<file path="src/rtl/pong_pkg.sv">
// Shared pong constants: overlay state encoding, frame-tick position,
// seven-segment bit order and centre-net width.
package pong_pkg;

  typedef enum logic [1:0] {
    PLAY  = 2'd0,
    FLASH = 2'd1,
    OVER  = 2'd2
  } state_t;

  // Shared with the ball block so every renderer updates on the same pixel.
  localparam logic [9:0] FRAME_TICK_X = 10'd0;
  localparam logic [9:0] FRAME_TICK_Y = 10'd481;

  // Seven-segment masks are packed {a,b,c,d,e,f,g}, segment a in the MSB.
  localparam int SEG_A = 6;
  localparam int SEG_B = 5;
  localparam int SEG_C = 4;
  localparam int SEG_D = 3;
  localparam int SEG_E = 2;
  localparam int SEG_F = 1;
  localparam int SEG_G = 0;

  localparam int NET_WIDTH = 4;

  // Half-open interval test: lo <= v < hi.
  function automatic logic in_span(input logic [9:0] v, input logic [9:0] lo,
                                   input logic [9:0] hi);
    return (v >= lo) && (v < hi);
  endfunction

endpackage

</file>
<file path="src/rtl/seg7_decode.sv">
// Combinational 4-bit value to seven-segment mask; 10-15 show a dash.
module seg7_decode
  import pong_pkg::*;
(
  input  logic [3:0] i_value,
  output logic [6:0] o_seg
);

  always_comb begin
    o_seg = '0;
    case (i_value)
      4'd0:    o_seg = 7'b1111110;
      4'd1:    o_seg = 7'b0110000;
      4'd2:    o_seg = 7'b1101101;
      4'd3:    o_seg = 7'b1111001;
      4'd4:    o_seg = 7'b0110011;
      4'd5:    o_seg = 7'b1011011;
      4'd6:    o_seg = 7'b1011111;
      4'd7:    o_seg = 7'b1110000;
      4'd8:    o_seg = 7'b1111111;
      4'd9:    o_seg = 7'b1111011;
      default: o_seg[SEG_G] = 1'b1;
    endcase
  end

endmodule

</file>
<file path="src/rtl/score_overlay.sv">
// Score overlay: two seven-segment score digits plus dashed centre net, with
// point-scored flashing and a terminal game-over state. RGB is registered.
module score_overlay
  import pong_pkg::*;
#(
  parameter int screen_width  = 640,
  parameter int screen_height = 480,
  parameter int digit1_x      = 256,
  parameter int digit2_x      = 352,
  parameter int digit_y       = 16,
  parameter int seg_len       = 24,
  parameter int seg_thick     = 4,
  parameter int flash_frames  = 60,
  parameter int win_score     = 10
) (
  input  logic       i_clk,
  input  logic       i_reset,
  input  logic [9:0] i_pixel_x,
  input  logic [9:0] i_pixel_y,
  input  logic       i_visible_area,
  input  logic [3:0] i_score1,
  input  logic [3:0] i_score2,
  output logic       o_r,
  output logic       o_g,
  output logic       o_b,
  output logic       o_game_over,
  output logic       o_winner,
  output state_t     o_dbg_state
);

  localparam logic [9:0] D1X        = 10'(digit1_x);
  localparam logic [9:0] D2X        = 10'(digit2_x);
  localparam logic [9:0] DY         = 10'(digit_y);
  localparam logic [9:0] L          = 10'(seg_len);
  localparam logic [9:0] T          = 10'(seg_thick);
  localparam logic [9:0] NET_X0     = 10'(screen_width / 2 - NET_WIDTH / 2);
  localparam logic [9:0] NET_X1     = 10'(screen_width / 2 + NET_WIDTH / 2);
  localparam logic [9:0] SCR_H      = 10'(screen_height);
  localparam logic [4:0] WIN        = 5'(win_score);
  localparam logic [5:0] FLASH_LOAD = 6'(flash_frames - 1);

  state_t     state_q, state_d;
  logic [3:0] s1_q, s1_d, s2_q, s2_d;
  logic [5:0] flash_cnt_q, flash_cnt_d;
  logic [5:0] blink_q, blink_d;
  logic [1:0] mask_q, mask_d;
  logic       game_over_q, game_over_d;
  logic       winner_q, winner_d;
  logic       r_q, r_d, g_q, g_d, b_q, b_d;

  logic       frame_tick, win1, win2;
  logic [1:0] chg;
  logic [6:0] seg1, seg2;
  logic       blank1, blank2, lit1, lit2, net;

  // Which segments of a digit at (x0, y0) cover pixel (x, y).
  function automatic logic [6:0] seg_hits(input logic [9:0] x, input logic [9:0] y,
                                          input logic [9:0] x0, input logic [9:0] y0);
    logic [6:0] h;
    h        = '0;
    h[SEG_A] = in_span(x, x0 + T, x0 + T + L) && in_span(y, y0, y0 + T);
    h[SEG_B] = in_span(x, x0 + T + L, x0 + T + T + L) && in_span(y, y0 + T, y0 + T + L);
    h[SEG_C] = in_span(x, x0 + T + L, x0 + T + T + L)
               && in_span(y, y0 + T + T + L, y0 + T + T + L + L);
    h[SEG_D] = in_span(x, x0 + T, x0 + T + L)
               && in_span(y, y0 + T + T + L + L, y0 + T + T + T + L + L);
    h[SEG_E] = in_span(x, x0, x0 + T) && in_span(y, y0 + T + T + L, y0 + T + T + L + L);
    h[SEG_F] = in_span(x, x0, x0 + T) && in_span(y, y0 + T, y0 + T + L);
    h[SEG_G] = in_span(x, x0 + T, x0 + T + L) && in_span(y, y0 + T + L, y0 + T + T + L);
    return h;
  endfunction

  seg7_decode u_dec1 (.i_value(s1_q), .o_seg(seg1));
  seg7_decode u_dec2 (.i_value(s2_q), .o_seg(seg2));

  assign frame_tick = (i_pixel_x == FRAME_TICK_X) && (i_pixel_y == FRAME_TICK_Y);
  assign win1       = {1'b0, i_score1} >= WIN;
  assign win2       = {1'b0, i_score2} >= WIN;
  assign chg        = {i_score2 != s2_q, i_score1 != s1_q};

  always_comb begin
    state_d     = state_q;
    s1_d        = s1_q;
    s2_d        = s2_q;
    flash_cnt_d = flash_cnt_q;
    blink_d     = blink_q;
    mask_d      = mask_q;
    game_over_d = game_over_q;
    winner_d    = winner_q;
    if (frame_tick) begin
      s1_d    = i_score1;
      s2_d    = i_score2;
      blink_d = blink_q + 6'd1;
      // OVER ignores everything; the winner is fixed at the moment of entry.
      if (state_q != OVER) begin
        if (win1 || win2) begin
          state_d     = OVER;
          game_over_d = 1'b1;
          winner_d    = win2 && !win1;
          mask_d      = '0;
          flash_cnt_d = '0;
        end else if (state_q == PLAY) begin
          if (|chg) begin
            state_d     = FLASH;
            mask_d      = chg;
            flash_cnt_d = FLASH_LOAD;
          end
        end else if (|chg) begin
          mask_d      = mask_q | chg;
          flash_cnt_d = FLASH_LOAD;
        end else if (flash_cnt_q == 6'd0) begin
          state_d = PLAY;
          mask_d  = '0;
        end else begin
          flash_cnt_d = flash_cnt_q - 6'd1;
        end
      end
    end
  end

  // In OVER the winner's digit blinks; otherwise the flash mask decides.
  assign blank1 = blink_q[3] && ((state_q == OVER) ? !winner_q : mask_q[0]);
  assign blank2 = blink_q[3] && ((state_q == OVER) ? winner_q : mask_q[1]);
  assign lit1   = (|(seg_hits(i_pixel_x, i_pixel_y, D1X, DY) & seg1)) && !blank1;
  assign lit2   = (|(seg_hits(i_pixel_x, i_pixel_y, D2X, DY) & seg2)) && !blank2;
  assign net    = in_span(i_pixel_x, NET_X0, NET_X1) && !i_pixel_y[4] && (i_pixel_y < SCR_H);

  always_comb begin
    r_d = i_visible_area && (lit1 || lit2);
    g_d = i_visible_area && (lit1 || lit2 || net);
    b_d = r_d;
  end

  always_ff @(posedge i_clk or posedge i_reset) begin
    if (i_reset) begin
      state_q     <= PLAY;
      s1_q        <= '0;
      s2_q        <= '0;
      flash_cnt_q <= '0;
      blink_q     <= '0;
      mask_q      <= '0;
      game_over_q <= 1'b0;
      winner_q    <= 1'b0;
      r_q         <= 1'b0;
      g_q         <= 1'b0;
      b_q         <= 1'b0;
    end else begin
      state_q     <= state_d;
      s1_q        <= s1_d;
      s2_q        <= s2_d;
      flash_cnt_q <= flash_cnt_d;
      blink_q     <= blink_d;
      mask_q      <= mask_d;
      game_over_q <= game_over_d;
      winner_q    <= winner_d;
      r_q         <= r_d;
      g_q         <= g_d;
      b_q         <= b_d;
    end
  end

  assign o_r         = r_q;
  assign o_g         = g_q;
  assign o_b         = b_q;
  assign o_game_over = game_over_q;
  assign o_winner    = winner_q;
  assign o_dbg_state = state_q;

endmodule

</file>
<file path="config.mk">
export PLATFORM = sky130hd
export DESIGN_NAME = score_overlay
export DESIGN_NICKNAME = d
export VERILOG_FILES = /design/src/rtl/pong_pkg.sv /design/src/rtl/seg7_decode.sv /design/src/rtl/score_overlay.sv
export SDC_FILE = /design/constraint.sdc
export NUM_CORES = 1
export LEC_CHECK = 0
export ABC_AREA = 1
export CORE_ASPECT_RATIO = 0.75
export CORE_MARGIN = 3
export CORE_UTILIZATION = 30
export CTS_BUF_LIST = sky130_fd_sc_hd__clkbuf_8
export DETAILED_ROUTE_END_ITERATION = 6
export HOLD_SLACK_MARGIN = 0.03
export PLACE_DENSITY = 0.56
export SLEW_MARGIN = 20
export SYNTH_ARGS = -nofsm -noshare
export SYNTH_HDL_FRONTEND = slang
export SYNTH_SLANG_ARGS = --single-unit
</file>
<file path="constraint.sdc">
create_clock -name i_clk -period 2.4 [get_ports i_clk]
set_clock_uncertainty 0.15 [all_clocks]
set_input_delay 0.72 -clock i_clk [delete_from_list [all_inputs] [get_ports i_clk]]
set_output_delay 0.72 -clock i_clk [all_outputs]
set_load 0.005 [all_outputs]
</file>
==> report_table.html <==
<table>
<tr><th>Metric</th><th>Value</th></tr>
<tr><th colspan="2">Routing</th></tr>
<tr><td>Drt drc</td><td>0</td></tr>
<tr><td>Via-per-instance ratio</td><td>between 4 and 5</td></tr>
<tr><td>Length of the first detailed-routing pass in iterations</td><td>5</td></tr>
<tr><td>Antenna viol nets, final</td><td>0</td></tr>
<tr><td>Detailed-route wire length</td><td>between 6000 and 7000 um</td></tr>
<tr><td>Number of violations reported at the end of detailed-routing iteration 0</td><td>between 200 and 250</td></tr>
<tr><td>Vias after detailed routing</td><td>2,558</td></tr>
<tr><td>Routed length per placed instance</td><td>around 13 um</td></tr>
<tr><th colspan="2">Synthesis</th></tr>
<tr><td>Fraction of the mapped netlist area in compound gates</td><td>0.1295</td></tr>
<tr><td>Synthesized instance count</td><td>~340</td></tr>
<tr><td>Portion of netlist area occupied by mux cells</td><td>0.004959</td></tr>
<tr><td>Synthesis warning total</td><td>0</td></tr>
<tr><td>Sequential cell area fraction in the yosys report</td><td>0.2865</td></tr>
<tr><td>Post-Synth Adder-Cell Area</td><td>0.01653</td></tr>
<tr><td>Nets in the synthesized netlist</td><td>~380</td></tr>
<tr><td>Number of flip-flops and latches in the synthesized netlist</td><td>26</td></tr>
<tr><td>Simple-gate area share of the yosys netlist</td><td>0.4121</td></tr>
<tr><td>Number of distinct library cells after synthesis</td><td>39</td></tr>
<tr><td>Main combinational cell family by area after synthesis</td><td>simple AND/OR/NAND/NOR gates</td></tr>
<tr><td>Post-synth design cell area</td><td>roughly 2300 sq um</td></tr>
<tr><td>Post-Synth XOR/XNOR Area</td><td>0.05785</td></tr>
<tr><td>Mean instance size in the synthesized netlist</td><td>6.640 sq um</td></tr>
<tr><th colspan="2">Clocking</th></tr>
<tr><td>Buffer cell driving the clock tree root</td><td>sky130_fd_sc_hd__clkbuf_8</td></tr>
<tr><td>Cts-stage hold buffer count</td><td>0</td></tr>
<tr><td>Maximum level of the CTS H-tree</td><td>1</td></tr>
<tr><td>Later-pin clock latency in the skew report</td><td>roughly 0.27 ns</td></tr>
<tr><td>TritonCTS Buffers</td><td>3</td></tr>
<tr><td>Clock-pin slew of the registers on the worst-case setup and hold paths</td><td>0.09 ns</td></tr>
<tr><td>Max Buffers Root-to-Sink</td><td>2</td></tr>
<tr><td>CTS tree</td><td>yes</td></tr>
<tr><td>Count of clock tree sinks</td><td>26</td></tr>
<tr><th colspan="2">Placed design</th></tr>
<tr><td>Post-Place Cell Area</td><td>roughly 3100 sq um</td></tr>
<tr><td>Port Buffer Count</td><td>37</td></tr>
<tr><td>Final GP Congestion</td><td>roughly 0.84</td></tr>
<tr><td>Cell Count Post-Placement</td><td>approximately 520</td></tr>
<tr><td>Half-perimeter wire length of the detailed placement result</td><td>about 5300 um</td></tr>
<tr><th colspan="2">STA</th></tr>
<tr><td>Actual slew at the worst max-slew pin</td><td>slightly above 0.4 ns</td></tr>
<tr><td>Number of hold-slack violations in the final timing report</td><td>0</td></tr>
<tr><td>Final-layout setup total negative slack</td><td>0 ns</td></tr>
<tr><td>Final max-slew violation count</td><td>0</td></tr>
<tr><td>Setup repair after global routing missed its margin</td><td>yes</td></tr>
<tr><td>Setup Viol. Count Final</td><td>0</td></tr>
<tr><td>Final period demand of the worst path</td><td>about 2.4 ns</td></tr>
<tr><td>Relative slew slack</td><td>0.7245</td></tr>
<tr><td>Achievable clock frequency</td><td>424.2 MHz</td></tr>
<tr><td>Final Cycle Share</td><td>0.9823</td></tr>
<tr><th colspan="2">Die</th></tr>
<tr><td>Die height</td><td>81.35 um</td></tr>
<tr><td>DIE WIDTH</td><td>106.5 um</td></tr>
<tr><td>Site Rows</td><td>26</td></tr>
<tr><td>Core Area</td><td>slightly above 7000 sq um</td></tr>
<tr><td>Number of ports placed on the die boundary</td><td>38</td></tr>
<tr><td>Initial Utilization</td><td>0.3217</td></tr>
<tr><td>Die Footprint</td><td>around 8700 sq um</td></tr>
<tr><th colspan="2">Pwr</th></tr>
<tr><td>VDD IR-drop max</td><td>between 0.3 and 0.4 mV</td></tr>
<tr><td>Share of total power in combinational logic</td><td>0.222</td></tr>
<tr><td>Total net switching power</td><td>0.2545 mW</td></tr>
<tr><td>Proportion of power drawn by flip-flops and latches</td><td>0.425</td></tr>
<tr><td>Clock share of power</td><td>0.353</td></tr>
<tr><td>Internal power of the cells</td><td>between 0.7 and 0.8 mW</td></tr>
<tr><td>Power density normalized to cell area</td><td>306.2 nW/um^2</td></tr>
<tr><td>Sw Share</td><td>0.2467</td></tr>
<tr><td>Leakage</td><td>~1.6 nW</td></tr>
<tr><th colspan="2">Run</th></tr>
<tr><td># Max-Cap Violations</td><td>0</td></tr>
<tr><th colspan="2">Critical path</th></tr>
<tr><td>Register-to-register setup slack</td><td>approximately 0.46 ns</td></tr>
<tr><td>Worst Path Max Fanout</td><td>2</td></tr>
<tr><td>Type of element launching the critical path</td><td>input port</td></tr>
<tr><td>Required time reported for the critical path endpoint</td><td>approximately 2.4 ns</td></tr>
<tr><td>CP Capture Type</td><td>flip-flop</td></tr>
<tr><td>Crit path kind</td><td>input port to flip-flop</td></tr>
<tr><td>Arrival time at the worst endpoint</td><td>around 2.4 ns</td></tr>
<tr><th colspan="2">Hold path</th></tr>
<tr><td>Tightest Hold Check Type</td><td>flip-flop to flip-flop</td></tr>
<tr><th colspan="2">Cells and area</th></tr>
<tr><td>Fin cells</td><td>between 500 and 600</td></tr>
<tr><td>Layout overhead on the synthesized area</td><td>48.32%</td></tr>
<tr><td>Post-layout nets</td><td>469</td></tr>
<tr><td>Fraction of layout instances using a drive strength above 1</td><td>0.2696</td></tr>
<tr><td>Antenna cells</td><td>0</td></tr>
<tr><td>Cell area after layout</td><td>~3400 sq um</td></tr>
<tr><td>Fillers</td><td>a little over 700</td></tr>
<tr><th colspan="2">Global route</th></tr>
<tr><td>Number of antenna violations at the first check in global routing</td><td>0</td></tr>
<tr><td>Via count of the first global-routing pass</td><td>between 2,000 and 2,500</td></tr>
<tr><td>Total Routing Usage GR</td><td>0.1539</td></tr>
<tr><td>First-pass GRT wire length</td><td>10,810 um</td></tr>
<tr><td>Largest net degree at the start of global routing</td><td>27</td></tr>
<tr><td>Total congestion overflow</td><td>0</td></tr>
<tr><th colspan="2">Run status</th></tr>
<tr><td>Outcome</td><td>finished, final reports clean</td></tr>
</table>
cells by family after synthesis:
kind of cell	Yosys count
adders and majority gates	3
buffers and inverters	50
DFF	26
and+or+nand+nor	200
xor gates and xnor gates	15
muxes	1
AOI/OAI and AO/OA	47
cell usage after synthesis, drive strengths merged:
library cell	number	area, sq um
buf	7	48.79
nor4	1	21.27
o31ai	1	21.27
ha	3	37.54
nor3b	1	7.510
o21ai	22	132.6
o22ai	2	12.51
xor2	12	105.1
o21a	1	7.510
or2	1	6.260
mux2	1	11.26
dfrtp	26	650.6
nand3b	3	22.52
a22o	1	8.760
nor2	54	232.7
nand3	37	197.7
nand2	87	339.1
inv	43	161.4
xnor2	3	26.28
o211ai	1	7.510
and2	1	8.760
o2111ai	1	8.760
a21oi	15	75.07
a22oi	1	7.510
a31oi	2	12.51
nor3	8	56.31
nand4	7	43.79
flip-flops by register name (all words and copies together), names as in the netlist:
register,cells
o_g,1
flash_cnt_q,6
o_b,1
o_winner,1
s1_q,4
o_dbg_state,2
s2_q,4
o_game_over,1
mask_q,2
blink_q,4
metrics by stage:
step	power (mW)	worst slack, ns	hold WS [ns]	util
after CTS	1.028	0.02233	0.3397	0.4527
after detailed placement	0.6571	-0.2896	0.3140	0.4420
after global placement	0.6575	-0.2661	0.3184	0.4420
after floorplan	0.5175	0.2769	0.2960	-
final	1.031	0.04246	0.3324	0.4771
after global routing	1.085	-0.03624	0.3700	0.4771
repair_timing:
| action | 4_1_cts | 5_1_grt |
|---|---|---|
| resized for setup | 1 | 45 |
| setup buffers | 0 | 4 |
| setup endpoints to repair | 1 | 12 |
| pin swaps | 0 | 13 |
final cells by class:
class	instances	area, sq um	share of cell area
Inverter	43	161.4	0.04792
Multi-Input combinational cell	266	1523	0.4521
Timing Repair Buffer	95	839.6	0.2493
Sequential cell	26	650.6	0.1932
Clock inverter	1	30.03	0.008915
Tap cell	98	122.6	0.03640
Clock buffer	3	41.29	0.01226
worst paths after layout:
kind	start	cells after the start	to
max	i_pixel_x[3]	10	o_dbg_state[0]$_DFFE_PP0P_
min in group asynchronous	i_reset	3	flash_cnt_q[5]$_DFFE_PP0P_
min	blink_q[2]$_DFFE_PP0P_	1	blink_q[2]$_DFFE_PP0P_
max reg2reg	s1_q[1]$_DFFE_PP0P_	8	o_dbg_state[0]$_DFFE_PP0P_
max in group asynchronous	i_reset	3	o_g$_DFF_PP0_
min reg2reg	blink_q[2]$_DFFE_PP0P_	1	blink_q[2]$_DFFE_PP0P_
power by group through the flow:
| stage | Combinational, mW | Clock [mW] | Sequential, mW |
|---|---|---|---|
| after detailed placement | 0.210 | 0 | 0.447 |
| after CTS | 0.211 | 0.378 | 0.438 |
| after global placement | 0.211 | 0 | 0.447 |
| final | 0.229 | 0.364 | 0.438 |
| after global routing | 0.250 | 0.397 | 0.438 |
| after floorplan | 0.0709 | 0 | 0.447 |
critical path: stages:
cell	delay (ns)
sky130_fd_sc_hd__clkdlybuf4s50_1	0.45
sky130_fd_sc_hd__nor3_2	0.23
sky130_fd_sc_hd__nand2_2	0.12
sky130_fd_sc_hd__nor2_4	0.11
sky130_fd_sc_hd__nand3_4	0.10
sky130_fd_sc_hd__nor2_4	0.13
sky130_fd_sc_hd__and2_4	0.16
sky130_fd_sc_hd__buf_4	0.11
sky130_fd_sc_hd__nand2_1	0.06
sky130_fd_sc_hd__a22o_1	0.18
layer usage:
metal | track usage | vias up | part of all wire
li1 | - | 1298 | -
met1 | 0.2505 | 1194 | 0.53
met2 | 0.2080 | 64 | 0.40
met3 | 0.03336 | 2 | 0.061
met4 | 0.01533 | 0 | 0.0040
met5 | 0 | - | 0
cells in the final DEF (no fill, tap or decap), types with 4 or more instances in the layout:
cell	count
sky130_fd_sc_hd__a21oi_1	13
sky130_fd_sc_hd__buf_4	55
sky130_fd_sc_hd__clkdlybuf4s50_1	28
sky130_fd_sc_hd__dfrtp_1	26
sky130_fd_sc_hd__dlymetal6s2s_1	9
sky130_fd_sc_hd__inv_1	37
sky130_fd_sc_hd__inv_2	6
sky130_fd_sc_hd__nand2_1	77
sky130_fd_sc_hd__nand2_2	10
sky130_fd_sc_hd__nand3_1	33
sky130_fd_sc_hd__nand4_1	7
sky130_fd_sc_hd__nor2_1	37
sky130_fd_sc_hd__nor2_2	7
sky130_fd_sc_hd__nor2_4	10
sky130_fd_sc_hd__nor3_1	4
sky130_fd_sc_hd__o21ai_0	13
sky130_fd_sc_hd__o21ai_2	6
sky130_fd_sc_hd__xor2_1	12
(Power assumes the default switching activity.)
